$ cat config.mk
export PLATFORM = sky130hd
export DESIGN_NAME = seg_readback_decoder
export DESIGN_NICKNAME = d
export VERILOG_FILES = /design/src/rtl/seg_readback_decoder.sv
export SDC_FILE = /design/constraint.sdc
export NUM_CORES = 1
export LEC_CHECK = 0
export CAP_MARGIN = 5
export CORE_MARGIN = 8
export CORE_UTILIZATION = 49
export CTS_CLUSTER_SIZE = 16
export DETAILED_ROUTE_END_ITERATION = 7
export GPL_TIMING_DRIVEN = 1
export PLACE_DENSITY = 0.87
export SYNTH_ARGS = -nofsm -noshare
export SYNTH_HDL_FRONTEND = slang
export SYNTH_SLANG_ARGS = --single-unit
export TNS_END_PERCENT = 50
$ cat constraint.sdc
create_clock -name clk_2 -period 2.3 [get_ports clk_2]
set_input_delay 0.46 -clock clk_2 [delete_from_list [all_inputs] [get_ports clk_2]]
set_output_delay 0.46 -clock clk_2 [all_outputs]
set_load 0.005 [all_outputs]
$ cat src/rtl/seg_readback_decoder.sv
// Recovers the signed 3-bit value shown on the 8-bit seven-segment bus.
// A pattern is classified only after it has held for STABLE_CYCLES consecutive samples.
module seg_readback_decoder #(
  parameter int STABLE_CYCLES = 4,
  parameter int CNT_W         = 8
) (
  input  logic             clk_2,
  input  logic             reset_n,
  input  logic [7:0]       seg_in,
  input  logic             sample_en,
  input  logic             cont,
  output logic [2:0]       value,
  output logic             valid,
  output logic             error,
  output logic             blank,
  output logic             busy,
  output logic [CNT_W-1:0] decode_cnt
);

  typedef enum logic [1:0] {
    ST_IDLE    = 2'd0,
    ST_SETTLE  = 2'd1,
    ST_MONITOR = 2'd2
  } state_t;

  localparam logic [8:0] STABLE_LIM = 9'(STABLE_CYCLES);
  localparam logic [1:0] CLS_VALID  = 2'd0;
  localparam logic [1:0] CLS_ERROR  = 2'd1;
  localparam logic [1:0] CLS_BLANK  = 2'd2;

  generate
    if (STABLE_CYCLES < 2 || STABLE_CYCLES > 255) begin : g_bad_stable
      $error("seg_readback_decoder: STABLE_CYCLES must be within 2..255");
    end
  endgenerate

  // Returns {class[1:0], value[2:0]} for a segment pattern.
  function automatic logic [4:0] decode_seg(input logic [7:0] pat);
    logic [4:0] res;
    case (pat)
      8'h3F:   res = {CLS_VALID, 3'b000};
      8'h06:   res = {CLS_VALID, 3'b001};
      8'h5B:   res = {CLS_VALID, 3'b010};
      8'h4F:   res = {CLS_VALID, 3'b011};
      8'h86:   res = {CLS_VALID, 3'b111};
      8'hDB:   res = {CLS_VALID, 3'b110};
      8'hCF:   res = {CLS_VALID, 3'b101};
      8'hE6:   res = {CLS_VALID, 3'b100};
      8'h00:   res = {CLS_BLANK, 3'b000};
      default: res = {CLS_ERROR, 3'b000};
    endcase
    return res;
  endfunction

  state_t           state_r, state_n;
  logic [7:0]       shadow_r, shadow_n;
  logic [7:0]       run_r, run_n;
  logic             mode_r, mode_n;
  logic [2:0]       value_r, value_n;
  logic             valid_r, valid_n;
  logic             error_r, error_n;
  logic             blank_r, blank_n;
  logic             busy_r, busy_n;
  logic [CNT_W-1:0] cnt_r, cnt_n;
  logic [8:0]       run_inc_s;
  logic [4:0]       dec_s;
  logic             fire_s;

  assign run_inc_s = {1'b0, run_r} + 9'd1;
  assign dec_s     = decode_seg(shadow_r);

  // Next-state, stability counting and output event computation.
  always_comb begin
    state_n  = state_r;
    shadow_n = shadow_r;
    run_n    = run_r;
    mode_n   = mode_r;
    fire_s   = 1'b0;
    case (state_r)
      ST_IDLE: begin
        if (sample_en) begin
          shadow_n = seg_in;
          run_n    = 8'd1;
          mode_n   = cont;
          state_n  = ST_SETTLE;
        end else begin
          state_n  = ST_IDLE;
        end
      end
      ST_SETTLE: begin
        if (seg_in != shadow_r) begin
          shadow_n = seg_in;
          run_n    = 8'd1;
        end else begin
          run_n = run_inc_s[7:0];
          if (run_inc_s == STABLE_LIM) begin
            fire_s  = 1'b1;
            state_n = mode_r ? ST_MONITOR : ST_IDLE;
          end else begin
            fire_s  = 1'b0;
          end
        end
      end
      ST_MONITOR: begin
        // Dropping cont wins over a simultaneous pattern change.
        if (!cont) begin
          state_n = ST_IDLE;
        end else if (seg_in != shadow_r) begin
          shadow_n = seg_in;
          run_n    = 8'd1;
          state_n  = ST_SETTLE;
        end else begin
          state_n  = ST_MONITOR;
        end
      end
      default: begin
        state_n = ST_IDLE;
      end
    endcase

    valid_n = 1'b0;
    error_n = 1'b0;
    value_n = value_r;
    blank_n = blank_r;
    cnt_n   = cnt_r;
    busy_n  = (state_n != ST_IDLE);
    if (fire_s) begin
      case (dec_s[4:3])
        CLS_VALID: begin
          valid_n = 1'b1;
          value_n = dec_s[2:0];
          cnt_n   = cnt_r + {{(CNT_W-1){1'b0}}, 1'b1};
          blank_n = 1'b0;
        end
        CLS_ERROR: begin
          error_n = 1'b1;
          blank_n = 1'b0;
        end
        CLS_BLANK: begin
          blank_n = 1'b1;
        end
        default: begin
          blank_n = blank_r;
        end
      endcase
    end else begin
      blank_n = blank_r;
    end
  end

  // State and output registers.
  always_ff @(posedge clk_2 or negedge reset_n) begin
    if (!reset_n) begin
      state_r  <= ST_IDLE;
      shadow_r <= 8'h00;
      run_r    <= 8'd0;
      mode_r   <= 1'b0;
      value_r  <= 3'b000;
      valid_r  <= 1'b0;
      error_r  <= 1'b0;
      blank_r  <= 1'b0;
      busy_r   <= 1'b0;
      cnt_r    <= {CNT_W{1'b0}};
    end else begin
      state_r  <= state_n;
      shadow_r <= shadow_n;
      run_r    <= run_n;
      mode_r   <= mode_n;
      value_r  <= value_n;
      valid_r  <= valid_n;
      error_r  <= error_n;
      blank_r  <= blank_n;
      busy_r   <= busy_n;
      cnt_r    <= cnt_n;
    end
  end

  assign value      = value_r;
  assign valid      = valid_r;
  assign error      = error_r;
  assign blank      = blank_r;
  assign busy       = busy_r;
  assign decode_cnt = cnt_r;

endmodule

==> flow_summary.ini <==
[run_status]
outcome = completed

[finish]
regArea_um2 = 850.8
fillers = 310
multi_input_area_um2 = 992.2
syn_to_final_growth_pct = 30.92
final_nets = 256
n_antenna_cell = 0
final_layout_size_suffix_gt1_share_pct = 22.69

[grt]
grt_pass1_vias = 1460
grt_start_max_net_pins = 35
grt_pass1_wl_mm = 6.417
globalRouteTotalUtil_pct = 12.83
grt_antenna_before_repair = 0
grt_remaining_overflow = 0

[yosys]
synthTopCellsByArea = dfrtp_1, nand2_1, mux2_2, xor2_1, ha_1
yosys.area.top_type = dfrtp_1
synth_cells = 184
synth_top_cell_area_share_pct = 45.21
ys_warn_count = 0
netlist_top_cells_count = dfrtp_1, nand2_1, o21ai_0
synth_edf_count = 0
syn_nets = 202
synth_flop_cell = dfrtp_1
synth_seq_area_share_pct = 45.21
async_flop_share_pct = 100.0
netlist_area_mm2 = 0.001882
syn-mean-instance-area_um2 = 10.23
synth_cell_types = 47
synth-seq-cells = 34
post-synth-top-count-cell = dfrtp_1

[timing]
maxSlewViolCount = 0
maxSlewHeadroom_pct = 71.88
finClkSkew_ps = 4.710
rsz0062_at_grt = true
finalHoldViolCount = 0
worst_hold_slack_ps = 463.1
tightest_slew_ps = 421.9
finalCritPeriodShare_pct = 97.72
setup_viol = 0
fmax_ghz = 0.4449
period_minus_slack_ps = 2248

[worst_hold_path]
worstHoldStart = decode_cnt[7]
hold_class = reg2reg
holdPathEnd = decode_cnt[7]
whs_path_depth = 1

[place]
dp_hpwl_mm = 2.878
gp_congestion = 0.8053
portBuffers = 26

[detailed_routing]
wire_per_inst_um = 13.51
met3WireLength_um = 195
m1WireLength_mm = 1.693
route.top_layer_used = met4
avgViaCountPerCell = 5.350
drtIter0Drc = 86
drc_errors = 0
via_count = 1530
wl_mm = 3.864
wl_met2_mm = 1.915
firstDrtPassIters = 4
ant_nets = 0

[clock_tree]
cts_tree = yes
path_clk_slew_ps = 70
clock_latency_ps = 290
cts_buffer_depth = 2
cts_hold_buf = 0
cts_root_buf = clkbuf_8
htreeDepth = 2
cts_buffers = 5
cts.sinks = 34

[job]
max_cap_viol_count = 0

[worst_setup_path]
critPathKind = reg2reg
crit_arrival_ps = 2430
critPathMaxFanout = 6
worstSetupEndpointType = flip-flop
cp-start-kind = flip-flop
reg2reg_depth = 9
rr_endpoint = decode_cnt[4]
worstReg2RegStart = run_r[0]
regToRegSetupSlack_ps = 50
worst-endpoint-required_ps = 2480

[floorplan]
num_rows = 22
start_util_pct = 51.02
die_h_um = 77.97
die_w_um = 77.97
core_mm2 = 0.003689
io_pins = 27
dieArea_mm2 = 0.006079

[pwr]
power_uw = 1708
power_density_mw_per_mm2 = 693.3
ir_worst_vdd_uv = 434.5
p_leak_uw = 0.001095
==> sequential cells by signal, summed over array words and instances, names as in the netlist <==
register / count
error: 1
state_r: 2
mode_r: 1
run_r: 8
decode_cnt: 8
value: 3
busy: 1
shadow_r: 8
blank: 1
valid: 1
==> cell type report <==
type	instances	area share, %
Clock buffer	5	2.793
Clock inverter	2	0.4063
Inverter	7	1.067
Multi-Input combinational cell	138	40.27
Sequential cell	34	34.54
Tap cell	48	2.438
Timing Repair Buffer	52	18.49
==> what timing repair did <==
action	CTS	global route
endpoints found under the hold margin	0	0
setup endpoints to repair	0	9
resized for setup	0	3
buffers inserted	0	2
==> stage by stage <==
step | std cells | instance area [um2] | utilization, % | setup TNS, ps | setup WS (ps)
3_3_place_gp | 277 | 2352 | 63.77 | -2411 | -174.5
5_1_grt | 286 | 2464 | 66.79 | -89.16 | -36.66
2_1_floorplan | 184 | 1882 | - | 0 | 130.8
3_5_place_dp | 277 | 2352 | 63.77 | -3697 | -249.1
6_report | 286 | 2464 | 66.79 | 0 | 52.38
4_1_cts | 284 | 2431 | 65.91 | 0 | 38.03
==> critical path, stage by stage (launching register included) <==
cell      delay [ps]
dfrtp_1          370
ha_1             160
or4b_1           460
nor4_2           150
buf_4            160
nand4_1          150
a211oi_2         250
buf_4            170
nand4_1          120
xnor2_1          140
==> where the power goes <==
| group | leakage (uW) | total, uW | switching, uW | internal [uW] |
|---|---|---|---|---|
| logic | 0.000610 | 552 | 268 | 284 |
| registers | 0.000441 | 744 | 74.6 | 669 |
| clock network | 0.0000438 | 412 | 209 | 203 |
| total | 0.00109 | 1710 | 552 | 1160 |
==> cell usage in the layout, fill, tap and decap left out, drive strengths merged, types with 3 or more instances in the layout <==
cell type,netlist,final
and3,7,7
buf,3,26
clkbuf,2,5
clkdlybuf4s50,0,26
dfrtp,34,34
ha,6,6
inv,7,7
mux2,8,8
nand2,23,23
nand3,7,7
nand4,5,5
nor2,11,11
nor3,5,5
nor4,4,4
o21ai,16,16
o31ai,3,3
xnor2,8,8
xor2,9,9
==> logic make-up after synthesis <==
family	share of synthesized area, %
buffers and inverters	2.992
XOR/XNOR	7.913
flip-flops	45.21
AND/OR/NAND/NOR	21.94
multiplexers	6.051
adder cells (fa/ha/maj)	3.989
AO/OA/AOI/OAI	11.90
==> how the worst max path moves through the flow <==
stage	from	endpoint	slack, ps	cells after the start
4_1_cts	seg_in[6]	busy	40	7
2_1_floorplan	run_r[0]	decode_cnt[3]	130	7
5_1_grt	run_r[1]	decode_cnt[4]	-40	9
3_3_place_gp	seg_in[6]	busy	-170	7
3_5_place_dp	seg_in[6]	busy	-250	7
6_report	run_r[0]	decode_cnt[4]	50	9
==> routing by layer <==
layer / track usage (%) / up-vias
met5: 0 / -
met4: 5.370 / 0
met3: 4.608 / 7
met2: 21.39 / 27
met1: 14.55 / 734
li1: - / 762
(Power assumes the default switching activity.)
